[config.mk]
export PLATFORM = sky130hd
export DESIGN_NAME = lut_multiplier_axi
export DESIGN_NICKNAME = d
export VERILOG_FILES = /design/src/rtl/lut_multiplier_axi.sv
export SDC_FILE = /design/constraint.sdc
export NUM_CORES = 1
export LEC_CHECK = 0
export CORE_MARGIN = 2
export CORE_UTILIZATION = 30
export CTS_CLUSTER_DIAMETER = 120
export CTS_CLUSTER_SIZE = 14
export DETAILED_ROUTE_END_ITERATION = 8
export PLACE_DENSITY = 0.8
export SYNTH_ARGS = -nofsm -noshare
export SYNTH_HDL_FRONTEND = slang
export SYNTH_SLANG_ARGS = --single-unit
[constraint.sdc]
create_clock -name clk -period 1.65 [get_ports clk]
set_input_delay 0.33 -clock clk [delete_from_list [all_inputs] [get_ports clk]]
set_output_delay 0.33 -clock clk [all_outputs]
set_load 0.02 [all_outputs]
[src/rtl/lut_multiplier_axi.sv]
// Multiplier that looks its product up in a memory-mapped table over an AXI4-lite read.
// Optional macro LUT_MULT_CHECK_EN adds an on-chip product check that folds into error.
module lut_multiplier_axi #(
    parameter int unsigned          OPERAND_W = 3,
    parameter int unsigned          ADDR_W    = 32,
    parameter int unsigned          DATA_W    = 32,
    parameter logic [ADDR_W-1:0]    BASE_ADDR = '0,
    parameter int unsigned          ADDR_LSB  = 0
) (
    input  logic                     clk,
    input  logic                     rst,
    input  logic                     enable,
    input  logic [OPERAND_W-1:0]     a,
    input  logic [OPERAND_W-1:0]     b,
    output logic                     busy,
    output logic [2*OPERAND_W-1:0]   result,
    output logic                     result_valid,
    output logic                     error,
    output logic [ADDR_W-1:0]        m_axi_araddr,
    output logic                     m_axi_arvalid,
    input  logic                     m_axi_arready,
    input  logic [DATA_W-1:0]        m_axi_rdata,
    input  logic [1:0]               m_axi_rresp,
    input  logic                     m_axi_rvalid,
    output logic                     m_axi_rready
);

    localparam int unsigned PROD_W = 2 * OPERAND_W;

    localparam logic [1:0] IDLE = 2'd0;
    localparam logic [1:0] AR   = 2'd1;
    localparam logic [1:0] R    = 2'd2;

    logic [1:0]        state;
    logic [ADDR_W-1:0] next_addr;
    logic              resp_err;
    logic              prod_err;

    // Table index is the concatenated operand pair, scaled to the slave's addressing.
    always_comb begin
        next_addr = BASE_ADDR + (ADDR_W'({a, b}) << ADDR_LSB);
    end

    assign resp_err      = (m_axi_rresp != 2'b00);
    assign busy          = (state == AR) || (state == R);
    assign m_axi_arvalid = (state == AR);
    assign m_axi_rready  = (state == R);

`ifdef LUT_MULT_CHECK_EN
    logic [OPERAND_W-1:0] a_cap;
    logic [OPERAND_W-1:0] b_cap;
    logic [PROD_W-1:0]    product;

    always_ff @(posedge clk or negedge rst) begin
        if (!rst) begin
            a_cap <= '0;
            b_cap <= '0;
        end else if (state == IDLE && enable) begin
            a_cap <= a;
            b_cap <= b;
        end
    end

    assign product  = PROD_W'(a_cap) * PROD_W'(b_cap);
    assign prod_err = (m_axi_rdata[PROD_W-1:0] != product);
`else
    assign prod_err = 1'b0;
`endif

    if (DATA_W > PROD_W) begin : g_rdata_upper
        logic unused_rdata_upper;
        assign unused_rdata_upper = ^m_axi_rdata[DATA_W-1:PROD_W];
    end

    always_ff @(posedge clk or negedge rst) begin
        if (!rst) begin
            state        <= IDLE;
            m_axi_araddr <= '0;
            result       <= '0;
            result_valid <= 1'b0;
            error        <= 1'b0;
        end else begin
            result_valid <= 1'b0;
            case (state)
                IDLE: begin
                    if (enable) begin
                        m_axi_araddr <= next_addr;
                        error        <= 1'b0;
                        state        <= AR;
                    end
                end
                AR: begin
                    if (m_axi_arready) begin
                        state <= R;
                    end
                end
                R: begin
                    if (m_axi_rvalid) begin
                        result       <= m_axi_rdata[PROD_W-1:0];
                        result_valid <= 1'b1;
                        error        <= resp_err | prod_err;
                        state        <= IDLE;
                    end
                end
                default: state <= IDLE;
            endcase
        end
    end

endmodule

==> impl_results.md, run 1 <==
* H-tree depth at 1
* Clock-pin slew on the worst setup and hold paths at 0.10 ns
* Initial antenna violation count at 0
* I/O pin total at 88
* Die Y at 59.37 µm
* Slew Limit Fails at 0
* PD cells at 1724 nW/µm²
* Syn Area/Cell at 11.94 µm²
* CP arrival at 1.25 ns
* R2R cell count at 6
* Critical path's slowest cell: clkdlybuf4s50_1
* CTS tree: yes
* Largest net degree at the start of global routing at 17
* Gr ovfl total at 0
* Leading area contributor after synthesis: dfrtp_1
* Core area at 2978 µm²
* Worst VDD drop at 0.5113 mV
* Pre-Repair DR Iteration Count at 2
* Max Freq at 631.9 MHz
* Post-synth top area share at 0.4354
* CTS Hold Bufs at 0
* Most common cell after layout, fill and taps aside: clkdlybuf4s50_1
* Die Area at 3524 µm²
* Net count, final at 168
* Num Clock Sinks at 16
* Yosys warns at 0
* Run status: finished clean
* Final setup violation count at 0
* Site Rows at 20
* CP cell instances: clkdlybuf4s50_1
* Hold WC Path Type: in2async
* CTS max path bufs at 2
* Power, Total at 0.002175 W
* Final Cycle Share at 0.9592
* Setup Skew at 0.003351 ns
* Synth-to-layout area growth at 37.14%
* Critical-path maximum fanout at 2
* Port bufs at 35
* TritonCTS Buffers at 3
* Fin crit period at 1.583 ns
* Max-cap viol count at 0
* Final routed DRC violation total at 0
* Layout cell share with drive strength beyond 1 at 0.2288
* Startpoint types: flip-flop
* Clk Latency, worst-skew pair at 0.28 ns
* Starting Density at 0.3088
* Area contributors post-synth: dfrtp_1 44%, buf_4 21%, mux2_2 12%
* CP Buf/Inv Count at 1
* Root buffer cell: clkbuf_4
* Cell variety after synth at 19
* Total number of vias at 611
* Post-Place Worst Slack at -0.04165 ns
* First-pass GRT wire length at 2.711 mm
* ANT cells at 0
* DR iter-0 viols at 1
* Routed wire length at 1.737 mm
* Fill cells at 294
* GRT Util Overall at 0.1068
* CP required at 1.32 ns
* Postcts setup bufs at 0
* Via-to-Cell Ratio at 4.046
* WHS at 0.3632 ns
* Register area share after synthesis at 0.4354
* Synthesized area at 919.6 µm²
* Vias in the first global route at 622
* Crit path capture type: output pin
* Delay-heaviest family, CP: buffers and inverters
* Commonest non-fill, non-tap cells in the layout: 30 x clkdlybuf4s50_1, 26 x conb_1, 16 x dfrtp_1
* Critical path depth at 1
* Crit Path Category: reg2out
* Average wire per standard cell at 11.50 µm
* Setup WS post-layout at 0.06735 ns
* Final hold viol count at 0
* CP peak stage delay at 0.62 ns
* Leak pwr at 0.6172 nW
* Post-synthesis register bit count at 16
* RSZ-0062 raised after global routing: no
* Detail Route Antenna Nets at 0
* Hpwl dp at 1.456 mm
* Width of the die at 59.37 µm
* Cells after synthesis at 77
* GPL Wtd Cong at 0.7142
-- flip-flops by register name (all words and copies together) (netlist names) --
signal,flops
m_axi_araddr,6
result,6
state,2
error,1
result_valid,1
-- metal layers --
metal	part of all wire	GRT usage
met5	0	0
met4	0.020	0.05844
met3	0.083	0.02402
met2	0.57	0.1994
met1	0.33	0.1076
-- worst paths after layout --
check / from / end / slack (ns)
setup reg to reg: state[0] / state[0] / 0.13
setup / recovery: m_axi_araddr[0] / m_axi_araddr[0] / 0.07
min in group clk: result[2] / result[2] / 0.50
hold / removal: rst / state[0] / 0.36
max in group asynchronous: rst / m_axi_araddr[4] / 1.10
hold reg to reg: result[2] / result[2] / 0.50
-- report_power, final --
| group | internal, W | switching [W] | leakage (nW) | total [W] |
|---|---|---|---|---|
| registers | 0.000579 | 0.0000957 | 0.194 | 0.000674 |
| clock network | 0.000134 | 0.000124 | 0.0210 | 0.000259 |
| logic | 0.000633 | 0.000609 | 0.402 | 0.00124 |
-- cells in the mapped netlist (all sizes together) --
| cell | number |
|---|---|
| mux2 | 13 |
| nor3b | 1 |
| a21o | 1 |
| dfrtp | 16 |
| nand2b | 1 |
| ha | 4 |
| o211ai | 2 |
| o21ai | 1 |
| o32a | 1 |
| nor3 | 1 |
| buf | 26 |
| nor2b | 3 |
| inv | 4 |
| nand2 | 2 |
| conb | 1 |
-- repair_timing --
item / CTS / global route
pin swaps: 0 / 1
endpoints found under the setup margin: 3 / 6
resized for setup: 10 / 6
-- logic make-up after synthesis --
group                    share of synthesized area
buffers and inverters                       0.2286
flip-flops                                  0.4354
multiplexers                                0.1633
AND/OR/NAND/NOR                            0.07349
AO/OA/AOI/OAI                              0.04081
adder cells (fa/ha/maj)                    0.05442
other                                     0.004078
-- metrics by stage --
stage / utilization / instances / TNS (ns) / instance area (µm²)
floorplan: - / 102 / 0 / 1013
global placement: 0.4139 / 147 / 0 / 1232
detailed placement: 0.4139 / 147 / -0.04165 / 1232
CTS: 0.4252 / 151 / 0 / 1266
global route: 0.4235 / 151 / 0 / 1261
finish: 0.4235 / 151 / 0 / 1261
-- cell type report --
| type | instances | area [µm²] | share of cell area |
|---|---|---|---|
| inverter | 4 | 15.01 | 0.01190 |
| sequential | 16 | 400.4 | 0.3175 |
| multi-input combinational | 56 | 405.4 | 0.3214 |
| clock buffer | 4 | 36.28 | 0.02877 |
| timing repair buffer | 38 | 362.8 | 0.2877 |
| tap | 33 | 41.29 | 0.03274 |
No activity file was read; power rests on OpenSTA's default activity.
==> run 2: changes to the inputs <==
Settings changed: MAX_ROUTING_LAYER set to met4.
==> run 2 against run 1 <==
  * Clock skew fell by 0.0023 ns
  * Sequential cell count did not move
  * Non-clock buffer count did not move
  * Cell count did not move
  * Fmax fell by 0.27%
  * Die area did not move
  * Power barely moved
  * First-iteration DRC count fell by 100%
  * Wire length rose by 0.12%
  * Hold slack improved by 0.0017 ns
==> impl_results.md, run 2 (same netlist as run 1, synthesis figures left out) <==
* PD cells at 1725 nW/µm² (was 1724 nW/µm²)
* Hold WC Path Type: in2async (unchanged)
* WHS at 0.3650 ns (was 0.3632 ns)
* Met1 WL at 581 µm (was 574 µm)
* CP peak stage delay at 0.62 ns (about the same)
* Largest net degree at the start of global routing at 17 (unchanged)
* CP arrival at 1.26 ns (was 1.25 ns)
* Most common cell after layout, fill and taps aside: clkdlybuf4s50_1 (unchanged)
* Port bufs at 35 (unchanged)
* Critical-path maximum fanout at 2 (unchanged)
* Run status: finished clean (unchanged)
* Regs by FF count: m_axi_araddr: 6 flops, result: 6 flops, state: 2 flops (unchanged)
* DR top layer: met4 (unchanged)
* Via-to-Cell Ratio at 4.132 (was 4.046)
* Hpwl dp at 1.456 mm (unchanged)
* RSZ-0062 raised after global routing: no (unchanged)
* Vias in the first global route at 624 (was 622)
* Die Y at 59.37 µm (unchanged)
* Width of the die at 59.37 µm (unchanged)
* Initial antenna violation count at 0 (unchanged)
* Root buffer cell: clkbuf_4 (unchanged)
* Setup WS post-layout at 0.06299 ns (was 0.06735 ns)
* First-pass GRT wire length at 2.704 mm (was 2.711 mm)
* Final Cycle Share at 0.9618 (was 0.9592)
* Worst VDD drop at 0.5124 mV (was 0.5113 mV)
* Fill cells at 294 (unchanged)
* TritonCTS Buffers at 3 (unchanged)
* GRT Util Overall at 0.1100 (was 0.1068)
* Layout cell share with drive strength beyond 1 at 0.2288 (unchanged)
* CTS tree: yes (unchanged)
* Postcts setup bufs at 0 (unchanged)
* WL met3 at 151 µm (was 145 µm)
* Final hold viol count at 0 (unchanged)
* Site Rows at 20 (unchanged)
* Critical path's slowest cell: clkdlybuf4s50_1 (unchanged)
* Gr ovfl total at 0 (unchanged)
* Crit Path Category: reg2out (unchanged)
* Commonest non-fill, non-tap cells in the layout: 30 x clkdlybuf4s50_1, 26 x conb_1, 16 x dfrtp_1 (unchanged)
* Final routed DRC violation total at 0 (unchanged)
* CP cell instances: clkdlybuf4s50_1 (unchanged)
* Max Freq at 630.1 MHz (was 631.9 MHz)
* Post-Place Worst Slack at -0.04165 ns (unchanged)
* CP Buf/Inv Count at 1 (unchanged)
* Crit path capture type: output pin (unchanged)
* I/O pin total at 88 (unchanged)
* Pre-Repair DR Iteration Count at 1 (was 2)
* Leak pwr at 0.6172 nW (unchanged)
* Slew Limit Fails at 0 (unchanged)
* DR iter-0 viols at 0 (was 1)
* Max-cap viol count at 0 (unchanged)
* GPL Wtd Cong at 0.7224 (was 0.7142)
* Die Area at 3524 µm² (unchanged)
* H-tree depth at 1 (unchanged)
* Startpoint types: flip-flop (unchanged)
* Clk Latency, worst-skew pair at 0.28 ns (about the same)
* Synth-to-layout area growth at 37.14% (unchanged)
* Fin crit period at 1.587 ns (was 1.583 ns)
* Clock-pin slew on the worst setup and hold paths at 0.10 ns (about the same)
* Delay-heaviest family, CP: buffers and inverters (unchanged)
* CP required at 1.32 ns (about the same)
* ANT cells at 0 (unchanged)
* Starting Density at 0.3088 (unchanged)
* Routed wl met2 at 973 µm (was 983 µm)
* Num Clock Sinks at 16 (unchanged)
* CTS max path bufs at 2 (unchanged)
* Total number of vias at 624 (was 611)
* Routed wire length at 1.739 mm (was 1.737 mm)
* Detail Route Antenna Nets at 0 (unchanged)
* Core area at 2978 µm² (unchanged)
* Final setup violation count at 0 (unchanged)
* Average wire per standard cell at 11.52 µm (was 11.50 µm)
* Setup Skew at 0.001073 ns (was 0.003351 ns)
* Net count, final at 168 (unchanged)
run 2: cell counts in the layout (fill, tap and decap cells not counted):
No cell type changed its count.
run 2: cell type report:
| class | count | area [µm²] | area share |
|---|---|---|---|
| multi-input cells | 56 | 405.4 | 0.3214 |
| flip-flops and latches | 16 | 400.4 | 0.3175 |
| repair buffers | 38 | 362.8 | 0.2877 |
| well taps | 33 | 41.29 | 0.03274 |
| clock buffers | 4 | 36.28 | 0.02877 |
| inverters | 4 | 15.01 | 0.01190 |
run 2: worst paths after layout:
kind	from	endpoint	slack, ns	depth (start not counted)
min reg2reg	result[2]	result[2]	0.50	1
min	rst	state[0]	0.36	2
max in group asynchronous	rst	result[3]	1.10	2
max reg2reg	state[0]	state[0]	0.13	6
min in group clk	result[2]	result[2]	0.50	1
max	m_axi_araddr[1]	m_axi_araddr[1]	0.06	1
run 2: what timing repair did:
action | 4_1_cts | 5_1_grt
hold buffers | 0 | 0
gates resized for setup | 10 | 6
pin swaps | 0 | 1
setup endpoints to repair | 3 | 6
endpoints found under the hold margin | 0 | 0
run 2: report_power, final:
part           internal, W  switching (W)  leakage, nW
sequential        0.000579      0.0000964        0.194
clock             0.000134       0.000124       0.0210
combinational     0.000633       0.000610        0.402
total              0.00135       0.000830        0.617
run 2: through the flow:
step | power (W) | setup TNS (ns) | area (µm²) | utilization | instances
3_5_place_dp | 0.001990 | -0.04165 | 1232 | 0.4139 | 147
2_1_floorplan | 0.001450 | 0 | 1013 | - | 102
5_1_grt | 0.002326 | 0 | 1261 | 0.4235 | 151
6_report | 0.002176 | 0 | 1261 | 0.4235 | 151
4_1_cts | 0.002232 | 0 | 1266 | 0.4252 | 151
3_3_place_gp | 0.001928 | 0 | 1232 | 0.4139 | 147
run 2: layer usage:
layer  GRT usage  vias to the layer above
met5           -                        -
met4     0.05844                        0
met3     0.02402                        4
met2      0.2009                       36
met1      0.1063                      298
li1            -                      286
==> run 3: changes to the inputs <==
Settings changed: TNS_END_PERCENT set to 5.
==> results of run 3 <==
No change in the layout: final DEF, timing and power equal those of run 2.
